[config.mk]
export PLATFORM = sky130hd
export DESIGN_NAME = log_pipe
export DESIGN_NICKNAME = d
export VERILOG_FILES = /design/src/rtl/log_pkg.sv /design/src/rtl/log_core.sv /design/src/rtl/log_pipe.sv
export SDC_FILE = /design/constraint.sdc
export NUM_CORES = 1
export LEC_CHECK = 0
export ABC_AREA = 1
export CAP_MARGIN = 20
export CELL_PAD_IN_SITES_DETAIL_PLACEMENT = 1
export CELL_PAD_IN_SITES_GLOBAL_PLACEMENT = 2
export CORE_UTILIZATION = 29
export CTS_BUF_LIST = sky130_fd_sc_hd__clkbuf_2
export DETAILED_ROUTE_END_ITERATION = 8
export GPL_TIMING_DRIVEN = 0
export PLACE_DENSITY = 0.88
export RECOVER_POWER = 50
export SLEW_MARGIN = 25
export SYNTH_ARGS = -nofsm -noshare
export SYNTH_HDL_FRONTEND = slang
export SYNTH_HIERARCHICAL = 1
export SYNTH_SLANG_ARGS = --single-unit
[constraint.sdc]
create_clock -name i_clk -period 1.9 [get_ports i_clk]
set_input_delay 0.19 -clock i_clk [delete_from_list [all_inputs] [get_ports i_clk]]
set_output_delay 0.19 -clock i_clk [all_outputs]
set_load 0.03 [all_outputs]
[src/rtl/log_pkg.sv]
// Shared definitions for the log_pipe logic unit: opcode encoding and default widths.
package log_pkg;

    localparam int OP_W          = 3;
    localparam int DEFAULT_WIDTH = 8;

    typedef enum logic [OP_W-1:0] {
        OP_NOT = 3'b000,
        OP_AND = 3'b001,
        OP_OR  = 3'b010,
        OP_XOR = 3'b011,
        OP_MAX = 3'b100,
        OP_EQU = 3'b101,
        OP_MIN = 3'b110,
        OP_RSV = 3'b111
    } op_e;

endpackage

[src/rtl/log_core.sv]
// Combinational result/flag computation for one log_pipe beat.
// Sits between the S1 operand registers and the S2 result registers.
module log_core
    import log_pkg::*;
#(
    parameter int WIDTH = DEFAULT_WIDTH
) (
    input  logic [OP_W-1:0]  op_i,
    input  logic [WIDTH-1:0] a_i,
    input  logic [WIDTH-1:0] b_i,
    input  logic             signed_i,
    output logic [WIDTH-1:0] result_o,
    output logic             flag_o,
    output logic             err_o
);

    logic signed [WIDTH-1:0] a_s;
    logic signed [WIDTH-1:0] b_s;
    logic                    a_gt_b;
    logic                    a_lt_b;

    assign a_s = a_i;
    assign b_s = b_i;

    // One comparator pair serves both MAX and MIN; signedness only changes the compare.
    always_comb begin
        a_gt_b = 1'b0;
        a_lt_b = 1'b0;
        if (signed_i) begin
            a_gt_b = (a_s > b_s);
            a_lt_b = (a_s < b_s);
        end else begin
            a_gt_b = (a_i > b_i);
            a_lt_b = (a_i < b_i);
        end
    end

    always_comb begin
        result_o = '0;
        flag_o   = 1'b0;
        err_o    = 1'b0;
        case (op_e'(op_i))
            OP_NOT: result_o = ~a_i;
            OP_AND: result_o = a_i & b_i;
            OP_OR:  result_o = a_i | b_i;
            OP_XOR: result_o = a_i ^ b_i;
            OP_MAX: begin
                result_o = a_gt_b ? a_i : b_i;
                flag_o   = a_gt_b;
            end
            OP_EQU: begin
                result_o = a_i;
                flag_o   = (a_i == b_i);
            end
            OP_MIN: begin
                result_o = a_lt_b ? a_i : b_i;
                flag_o   = a_lt_b;
            end
            default: err_o = 1'b1;
        endcase
    end

endmodule

[src/rtl/log_pipe.sv]
// Two-stage valid/ready logic unit (NOT/AND/OR/XOR/MAX/MIN/EQU).
// Optional LOG_SIGNED_EN: i_signed selects signed compare for MAX/MIN.
module log_pipe
    import log_pkg::*;
#(
    parameter int WIDTH = DEFAULT_WIDTH
) (
    input  logic             i_clk,
    input  logic             i_rst,
    input  logic             i_valid,
    output logic             o_ready,
    input  logic [OP_W-1:0]  i_op,
    input  logic [WIDTH-1:0] i_a,
    input  logic [WIDTH-1:0] i_b,
    input  logic             i_signed,
    output logic             o_valid,
    input  logic             i_ready,
    output logic [WIDTH-1:0] o_result,
    output logic             o_flag,
    output logic             o_zero,
    output logic             o_err
);

    logic             s1_valid_q, s1_valid_d;
    logic [OP_W-1:0]  s1_op_q;
    logic [WIDTH-1:0] s1_a_q;
    logic [WIDTH-1:0] s1_b_q;
    logic             s1_signed;

    logic             s2_valid_q, s2_valid_d;
    logic [WIDTH-1:0] s2_result_q, s2_result_d;
    logic             s2_flag_q, s2_flag_d;
    logic             s2_zero_q, s2_zero_d;
    logic             s2_err_q, s2_err_d;

    logic             s2_adv;
    logic             s1_to_s2;
    logic             in_fire;

    logic [WIDTH-1:0] core_result;
    logic             core_flag;
    logic             core_err;

    // S2 frees up when empty or being drained; S1 frees up when empty or moving into S2.
    assign s2_adv   = !s2_valid_q || i_ready;
    assign s1_to_s2 = s1_valid_q && s2_adv;
    assign o_ready  = !s1_valid_q || s2_adv;
    assign in_fire  = i_valid && o_ready;

    // ---- S1: operand capture ----
    always_ff @(posedge i_clk) begin
        if (in_fire) begin
            s1_op_q <= i_op;
            s1_a_q  <= i_a;
            s1_b_q  <= i_b;
        end
    end

`ifdef LOG_SIGNED_EN
    logic s1_signed_q;

    always_ff @(posedge i_clk) begin
        if (in_fire) begin
            s1_signed_q <= i_signed;
        end
    end

    assign s1_signed = s1_signed_q;
`else
    logic unused_signed;

    assign unused_signed = i_signed;
    assign s1_signed     = 1'b0;
`endif

    log_core #(
        .WIDTH(WIDTH)
    ) u_core (
        .op_i    (s1_op_q),
        .a_i     (s1_a_q),
        .b_i     (s1_b_q),
        .signed_i(s1_signed),
        .result_o(core_result),
        .flag_o  (core_flag),
        .err_o   (core_err)
    );

    // ---- S2: result registers, next-state ----
    always_comb begin
        s1_valid_d  = s1_valid_q;
        s2_valid_d  = s2_valid_q;
        s2_result_d = s2_result_q;
        s2_flag_d   = s2_flag_q;
        s2_zero_d   = s2_zero_q;
        s2_err_d    = s2_err_q;

        if (in_fire) begin
            s1_valid_d = 1'b1;
        end else if (s1_to_s2) begin
            s1_valid_d = 1'b0;
        end

        // Data is only replaced by a real beat, so a drained S2 keeps its last values.
        if (s2_adv) begin
            s2_valid_d = s1_valid_q;
            if (s1_valid_q) begin
                s2_result_d = core_result;
                s2_flag_d   = core_flag;
                s2_zero_d   = (core_result == '0);
                s2_err_d    = core_err;
            end
        end
    end

    always_ff @(posedge i_clk) begin
        if (i_rst) begin
            s1_valid_q  <= 1'b0;
            s2_valid_q  <= 1'b0;
            s2_result_q <= '0;
            s2_flag_q   <= 1'b0;
            s2_zero_q   <= 1'b0;
            s2_err_q    <= 1'b0;
        end else begin
            s1_valid_q  <= s1_valid_d;
            s2_valid_q  <= s2_valid_d;
            s2_result_q <= s2_result_d;
            s2_flag_q   <= s2_flag_d;
            s2_zero_q   <= s2_zero_d;
            s2_err_q    <= s2_err_d;
        end
    end

    assign o_valid  = s2_valid_q;
    assign o_result = s2_result_q;
    assign o_flag   = s2_flag_q;
    assign o_zero   = s2_zero_q;
    assign o_err    = s2_err_q;

endmodule

==> results of run 1 <==
-- flip-flops by register name, summed over array words and instances, names as in the netlist --
name,cells
o_err,1
o_flag,1
o_result,8
o_valid,1
o_zero,1
s1_a_q,8
s1_b_q,8
s1_op_q,3
s1_valid_q,1
-- logic make-up after synthesis --
logic type	after synthesis	synth area share
AND/OR/NAND/NOR	137	0.2804
AO/OA/AOI/OAI	44	0.1178
adder cells (fa/ha/maj)	24	0.1346
other	1	0.001681
flip-flops	32	0.3724
buffers and inverters	46	0.09310
-- power groups by stage --
stage / combinational [mW] / clock [mW] / sequential (mW)
after floorplan: 0.313 / 0 / 0.862
after global placement: 0.508 / 0 / 0.828
after detailed placement: 0.519 / 0 / 0.832
after CTS: 0.606 / 0.512 / 0.810
after global routing: 0.693 / 0.540 / 0.817
final: 0.630 / 0.485 / 0.810
-- worst reg2reg max path: stages, from the launching register on --
cell      delay, ps
edfxtp_1        440
inv_2            70
ha_4            290
nor2_4           40
buf_4           120
a21oi_2         160
nand2_2          90
nand2_4         100
buf_8           150
nand3_1          80
nand2_1          70
nor2_1           40
nor2_1           90
nand2_1         100
nor2_1          110
nand2_1          60
nor2_1           90
nor2_1           40
nor2_1           80
-- cell usage after synthesis (4+ instances only) --
library cell | number | area (sq um)
a21oi_1 | 11 | 55.05
buf_6 | 4 | 45.04
dfxtp_1 | 13 | 260.3
edfxtp_1 | 19 | 570.6
ha_1 | 24 | 300.3
inv_1 | 33 | 123.9
inv_2 | 6 | 22.52
nand2_1 | 49 | 183.9
nand2_2 | 5 | 31.28
nand3_1 | 36 | 180.2
nor2_1 | 37 | 138.9
o21ai_0 | 7 | 35.03
o21ai_1 | 10 | 50.05
o22ai_1 | 4 | 25.02
-- area by class of cell --
cell class,count,area share
multi-input combinational,206,0.4144
sequential,32,0.2680
timing repair buffer,65,0.1881
inverter,39,0.04722
tap,99,0.03995
buffer,7,0.02098
clock inverter,3,0.01332
clock buffer,5,0.008071
-- routing by layer --
layer	wire [um]	track usage	up-vias
met5	0	0	-
met4	133	0.06148	0
met3	200	0.02961	9
met2	3199	0.2872	37
met1	2720	0.1896	995
li1	-	-	1084
-- cell usage in the layout, fill, tap and decap left out, drive strengths merged --
cell type	instances
nand2	57
conb	1
o221ai	1
a211oi	3
edfxtp	19
a22oi	1
o22ai	4
o21ai	18
clkinv	1
o21bai	1
clkdlybuf4s50	16
o2111ai	2
dfxtp	13
buf	35
dlygate4sd3	19
nor2	39
inv	40
nor3	4
clkbuf	7
ha	24
bufinv	1
a21oi	13
nand3	37
o211ai	1
-- how the worst min path moves through the flow --
stage / startpoint / end / slack [ps] / cells after the start
2_1_floorplan: i_rst / o_valid$_SDFFE_PP0P_ / 260 / 1
3_3_place_gp: o_result[7]$_SDFFE_PP0P_ / o_result[7]$_SDFFE_PP0P_ / 460 / 2
3_5_place_dp: o_result[2]$_SDFFE_PP0P_ / o_result[2]$_SDFFE_PP0P_ / 480 / 2
4_1_cts: i_a[4] / s1_a_q[4]$_DFFE_PP_ / 300 / 1
5_1_grt: i_rst / o_valid$_SDFFE_PP0P_ / 340 / 2
6_report: i_valid / s1_valid_q$_SDFFE_PP0P_ / 360 / 3
-- stage by stage --
stage / power (mW) / util / cells / worst slack, ps
after floorplan: 1.175 / - / 284 / -150.4
after global placement: 1.336 / 0.3736 / 418 / -507.0
after detailed placement: 1.352 / 0.3736 / 418 / -558.6
after CTS: 1.929 / 0.4141 / 450 / -384.7
after global routing: 2.049 / 0.4229 / 456 / -563.4
final: 1.925 / 0.4229 / 456 / -371.2
-- timing repair --
item | 4_1_cts | 5_1_grt
resized for setup | 20 | 10
buffers inserted | 23 | 6
cloned | 1 | 0
hold buffers | 0 | 0
endpoints found under the setup margin | 10 | 10
pin swaps | 8 | 0
==> impl_metrics.toml, run 1 <==
[setup_path]
setup.worst_path.start = "s1_b_q[7]$_DFFE_PP_"
cpMaxStageDelayCell = "edfxtp_1"
reg2regPathDepth = 18
cp.required_ps = 2240
path_depth = 18
max_stage_delay_ps = 440
timing.rr.start = "s1_b_q[7]$_DFFE_PP_"
rr_endpoint = "o_zero$_SDFFE_PP0P_"
r2r_slack_ps = -370
cp_max_fo = 10
worst_setup_path_start_kind = "flop"
critPathCaptureType = "flop"
cp.arrival_ps = 2610
critPathBufInv = 3
crit_chain = "inv_2 > ha_4 > nor2_4 > buf_4 > a21oi_2 > nand2_2 > nand2_4 > buf_8 > nand3_1 > nand2_1 > nor2_1 > nor2_1 > nand2_1 > nor2_1 > nand2_1 > nor2_1 > nor2_1 > nor2_1"
cp_top_family = "simple AND/OR/NAND/NOR gates"
criticalPathCategory = "flop to flop"
crit_end = "o_zero$_SDFFE_PP0P_"
cpMostUsedCell = "nor2_1"

[cts]
numCtsBuffers = 5
cts_root_buffer = "clkbuf_2"
cts_tree = "built"
path_clk_slew_ps = 190
cts_sinks = 32
clockBufferDepth = 2
worstSkewPairLatency_ps = 390
h-tree-depth = 2

[place]
port_buffers = 35
place.gp.congestion = 0.8276
post-dp-hpwl_mm = 4.437
dpl_cell_area_sq_um = 2739

[routing]
ant_nets = 0
drt_pre_antenna_iters = 4
finalWirelength_mm = 6.254
initialDrtViolationCount = 91
avgViaCountPerCell = 4.660
vias = 2125
drc = 0
post_drt_wl_per_cell_um = 13.71

[sta]
tightestPinTransition_ps = 798.6
hold_ws_ps = 361.8
rsz0062_at_grt = "yes"
skew_ps = 10.92
tns_ps = -2242
setup_violations = 10
max_freq_mhz = 440.3
period_share = 1.195
fin_ws_ps = -371.2
hold_violations = 0
fin_crit_ps = 2271
slew_headroom = 0.4670
drv_slew = 0

[power]
clkPwrFrac = 0.252
p_leak_nw = 1.384
p_comb_frac = 0.327
seqPwrFrac = 0.421
vdd_ir_drop_max_mv = 0.3127
intPower_mw = 1.283
switchingPower_mw = 0.6418
p_sw_frac = 0.3334
pwr_density_cell_nw_per_um2 = 620.9

[run_status]
violations = "setup timing"
status = "finished with violations"

[finish]
drive_gt1_frac = 0.2605
fin_area_sq_um = 3100
num_antenna_cells = 0
syn_to_final_growth_pct = 38.98
layout.nets = 404
multiInputGateArea_sq_um = 1285
regArea_sq_um = 830.8
fillers = 871

[logic_synthesis]
syn_inst = 284
synth.distinct_cells = 31
synth.cell_area_sq_um = 2231
synthesis.nets = 332
synth_edf_count = 19
ys_async_sr_fraction = 0
ys_seq_elements = 32
yosysSeqAreaShare = 0.3724
yosysWarnings = 6
syn_area_per_cell_sq_um = 7.855
synthFlopType = "edfxtp_1"

[floorplan]
start_util = 0.3043
fp.dieW_um = 89.71
core.rowCount = 31
core_sq_um = 7331
ioPinCount = 37
fp.dieH_um = 89.71
dieArea_sq_um = 8048

[global_routing]
grt.overflow.total = 0
grt_first_pass_wirelength_mm = 10.20
track_usage = 0.1606
grt_pass1_vias = 2119
antenna_found_initial = 0
grt_max_degree = 20

[min_path]
hold_class = "primary input to flop"

[flow_run]
drv_cap = 0
Note: power is estimated with default switching activity, not from simulation.
==> inputs of run 2 (changes only) <==
--- a/config.mk
+++ b/config.mk
@@ -9,11 +9,11 @@
 export CAP_MARGIN = 20
 export CELL_PAD_IN_SITES_DETAIL_PLACEMENT = 1
 export CELL_PAD_IN_SITES_GLOBAL_PLACEMENT = 2
+export CORE_MARGIN = 2
 export CORE_UTILIZATION = 29
 export CTS_BUF_LIST = sky130_fd_sc_hd__clkbuf_2
 export DETAILED_ROUTE_END_ITERATION = 8
-export GPL_TIMING_DRIVEN = 0
-export PLACE_DENSITY = 0.88
+export PLACE_DENSITY_LB_ADDON = 0.1
 export RECOVER_POWER = 50
 export SLEW_MARGIN = 25
 export SYNTH_ARGS = -nofsm -noshare
==> run 2 against run 1 <==
Net effect: utilization rose by 2.3 points; hold slack improved by 2.0 ps; the flow still finishes with violations (setup timing); count of clock-buffer cells in the layout did not move; critical path depth fell by 1; total power fell by 6.0%; critical path type unchanged; clock power fell by 31%; fmax rose by 3.6%; sequential cell count did not move; die area rose by 4.5%.
==> impl_metrics.toml, run 2 (same netlist as run 1, synthesis figures left out) <==
[cts]
path_clk_slew_ps = 190
holdBufCountCts = 0
cts_root_buffer = "clkbuf_2"
worstSkewPairLatency_ps = 370
clockBufferDepth = 2
cts_tree = "built"
numCtsBuffers = 5
cts_sinks = 32
h-tree-depth = 2

[floorplan]
fp.dieH_um = 91.71
start_util = 0.3027
dieArea_sq_um = 8411
core_sq_um = 7370
core.rowCount = 31
ioPinCount = 37
fp.dieW_um = 91.71

[global_routing]
grt.overflow.total = 0
track_usage = 0.1684
grt_first_pass_wirelength_mm = 11.20
grt_pass1_vias = 2277
antenna_found_initial = 0
grt_max_degree = 20

[setup_path]
cp.required_ps = 2230
critPathCaptureType = "flop"
worst_setup_path_start_kind = "flop"
rr_endpoint = "o_zero$_SDFFE_PP0P_"
criticalPathCategory = "flop to flop"
reg2regPathDepth = 17
cp_max_fo = 8
r2r_slack_ps = -290
cp.arrival_ps = 2530
timing.rr.start = "s1_a_q[7]$_DFFE_PP_"

[min_path]
hold_class = "primary input to flop"
holdPathEnd = "s1_valid_q$_SDFFE_PP0P_"
worstHoldStart = "i_valid"
min_path_cells = 3

[finish]
fin_area_sq_um = 3288
drive_gt1_frac = 0.3033
fillers = 917
layout_common_cells = "buf_4 (66), nand2_1 (47), nand3_1 (35), nor2_1 (35), inv_1 (26)"
fin_cells = 488
num_antenna_cells = 0
final_common_cell = "buf_4"
syn_to_final_growth_pct = 47.39
layout.nets = 436

[routing]
finalWirelength_mm = 6.682
avgViaCountPerCell = 4.543
drt_pre_antenna_iters = 4
ant_nets = 0
post_drt_wl_per_cell_um = 13.69
initialDrtViolationCount = 72
vias = 2217
drc = 0

[sta]
setup_violations = 10
slew_headroom = 0.6410
max_freq_mhz = 456.3
skew_ps = 25.84
rsz0062_at_grt = "yes"
drv_slew = 0
fin_ws_ps = -291.7
tightestPinTransition_ps = 538.5
hold_violations = 0
fin_crit_ps = 2192
tns_ps = -2214
period_share = 1.154

[place]
dpl_cell_area_sq_um = 3178
port_buffers = 35
preCtsSetupSlack_ps = -356.1
dp.cells = 476
place.gp.congestion = 0.8458
post-dp-hpwl_mm = 5.426

[flow_run]
drv_cap = 0

[power]
p_leak_nw = 1.527
p_total_mw = 1.810
pwr_density_cell_nw_per_um2 = 550.5
vdd_ir_drop_max_mv = 0.2069

[run_status]
status = "finished with violations"
violations = "setup timing"
-- run 2: through the flow --
stage	hold slack, ps	utilization
floorplan	259.1	-
global placement	463.7	0.4312
detailed placement	473.5	0.4312
CTS	318.6	0.4413
global route	362.0	0.4462
finish	363.8	0.4462
-- run 2: worst max path at each step --
stage	from	end	slack, ps	depth (start not counted)
after floorplan	s1_a_q[7]$_DFFE_PP_	o_zero$_SDFFE_PP0P_	-150	18
after global placement	s1_a_q[1]$_DFFE_PP_	o_zero$_SDFFE_PP0P_	-350	18
after detailed placement	s1_b_q[3]$_DFFE_PP_	o_zero$_SDFFE_PP0P_	-360	18
after CTS	s1_a_q[7]$_DFFE_PP_	o_zero$_SDFFE_PP0P_	-320	17
after global routing	s1_b_q[6]$_DFFE_PP_	o_zero$_SDFFE_PP0P_	-630	19
final	s1_a_q[7]$_DFFE_PP_	o_zero$_SDFFE_PP0P_	-290	17
-- run 2: routing by layer --
metal | global-route usage | vias up | wire [um] | share of wire
li1 | - | 1143 | - | -
met3 | 0.02054 | 10 | 174 | 0.026
met1 | 0.2157 | 1027 | 3076 | 0.46
met2 | 0.2917 | 37 | 3297 | 0.49
met4 | 0.05846 | 0 | 133 | 0.020
met5 | 0 | - | 0 | 0
-- run 2: cell type report --
cell class	instances	area [sq um]	area share
multi-input cells	206	1275	0.3877
repair buffers	104	873.3	0.2656
inverters	39	146.4	0.04452
flip-flops and latches	32	830.8	0.2527
well taps	99	123.9	0.03767
clock inverters	3	13.76	0.004186
clock buffers	5	25.02	0.007610
-- run 2: power breakdown --
part / internal, mW / switching (mW)
registers: 0.782 / 0.0272
logic: 0.312 / 0.353
clock network: 0.0827 / 0.253
total: 1.18 / 0.633
-- run 2: what timing repair did --
action                                  in CTS  in global routing
gates resized for setup                      7                 10
buffers inserted                             1                  3
endpoints found under the setup margin      10                 10
pin swaps                                    6                  3
-- run 2: critical path: stages, from the launching register on --
cell and delay, ps:
edfxtp_1 450, buf_4 160, ha_1 190, o21bai_1 160, a21oi_2 160, nand2_2 90, nand2_4 80, buf_6 130
nand3_1 70, nand2_1 60, nor2_1 40, nor2_1 130, nand2_1 110, nor2_2 80, nand2_1 50, nor2_1 80
nor2_1 40, nor2_1 80
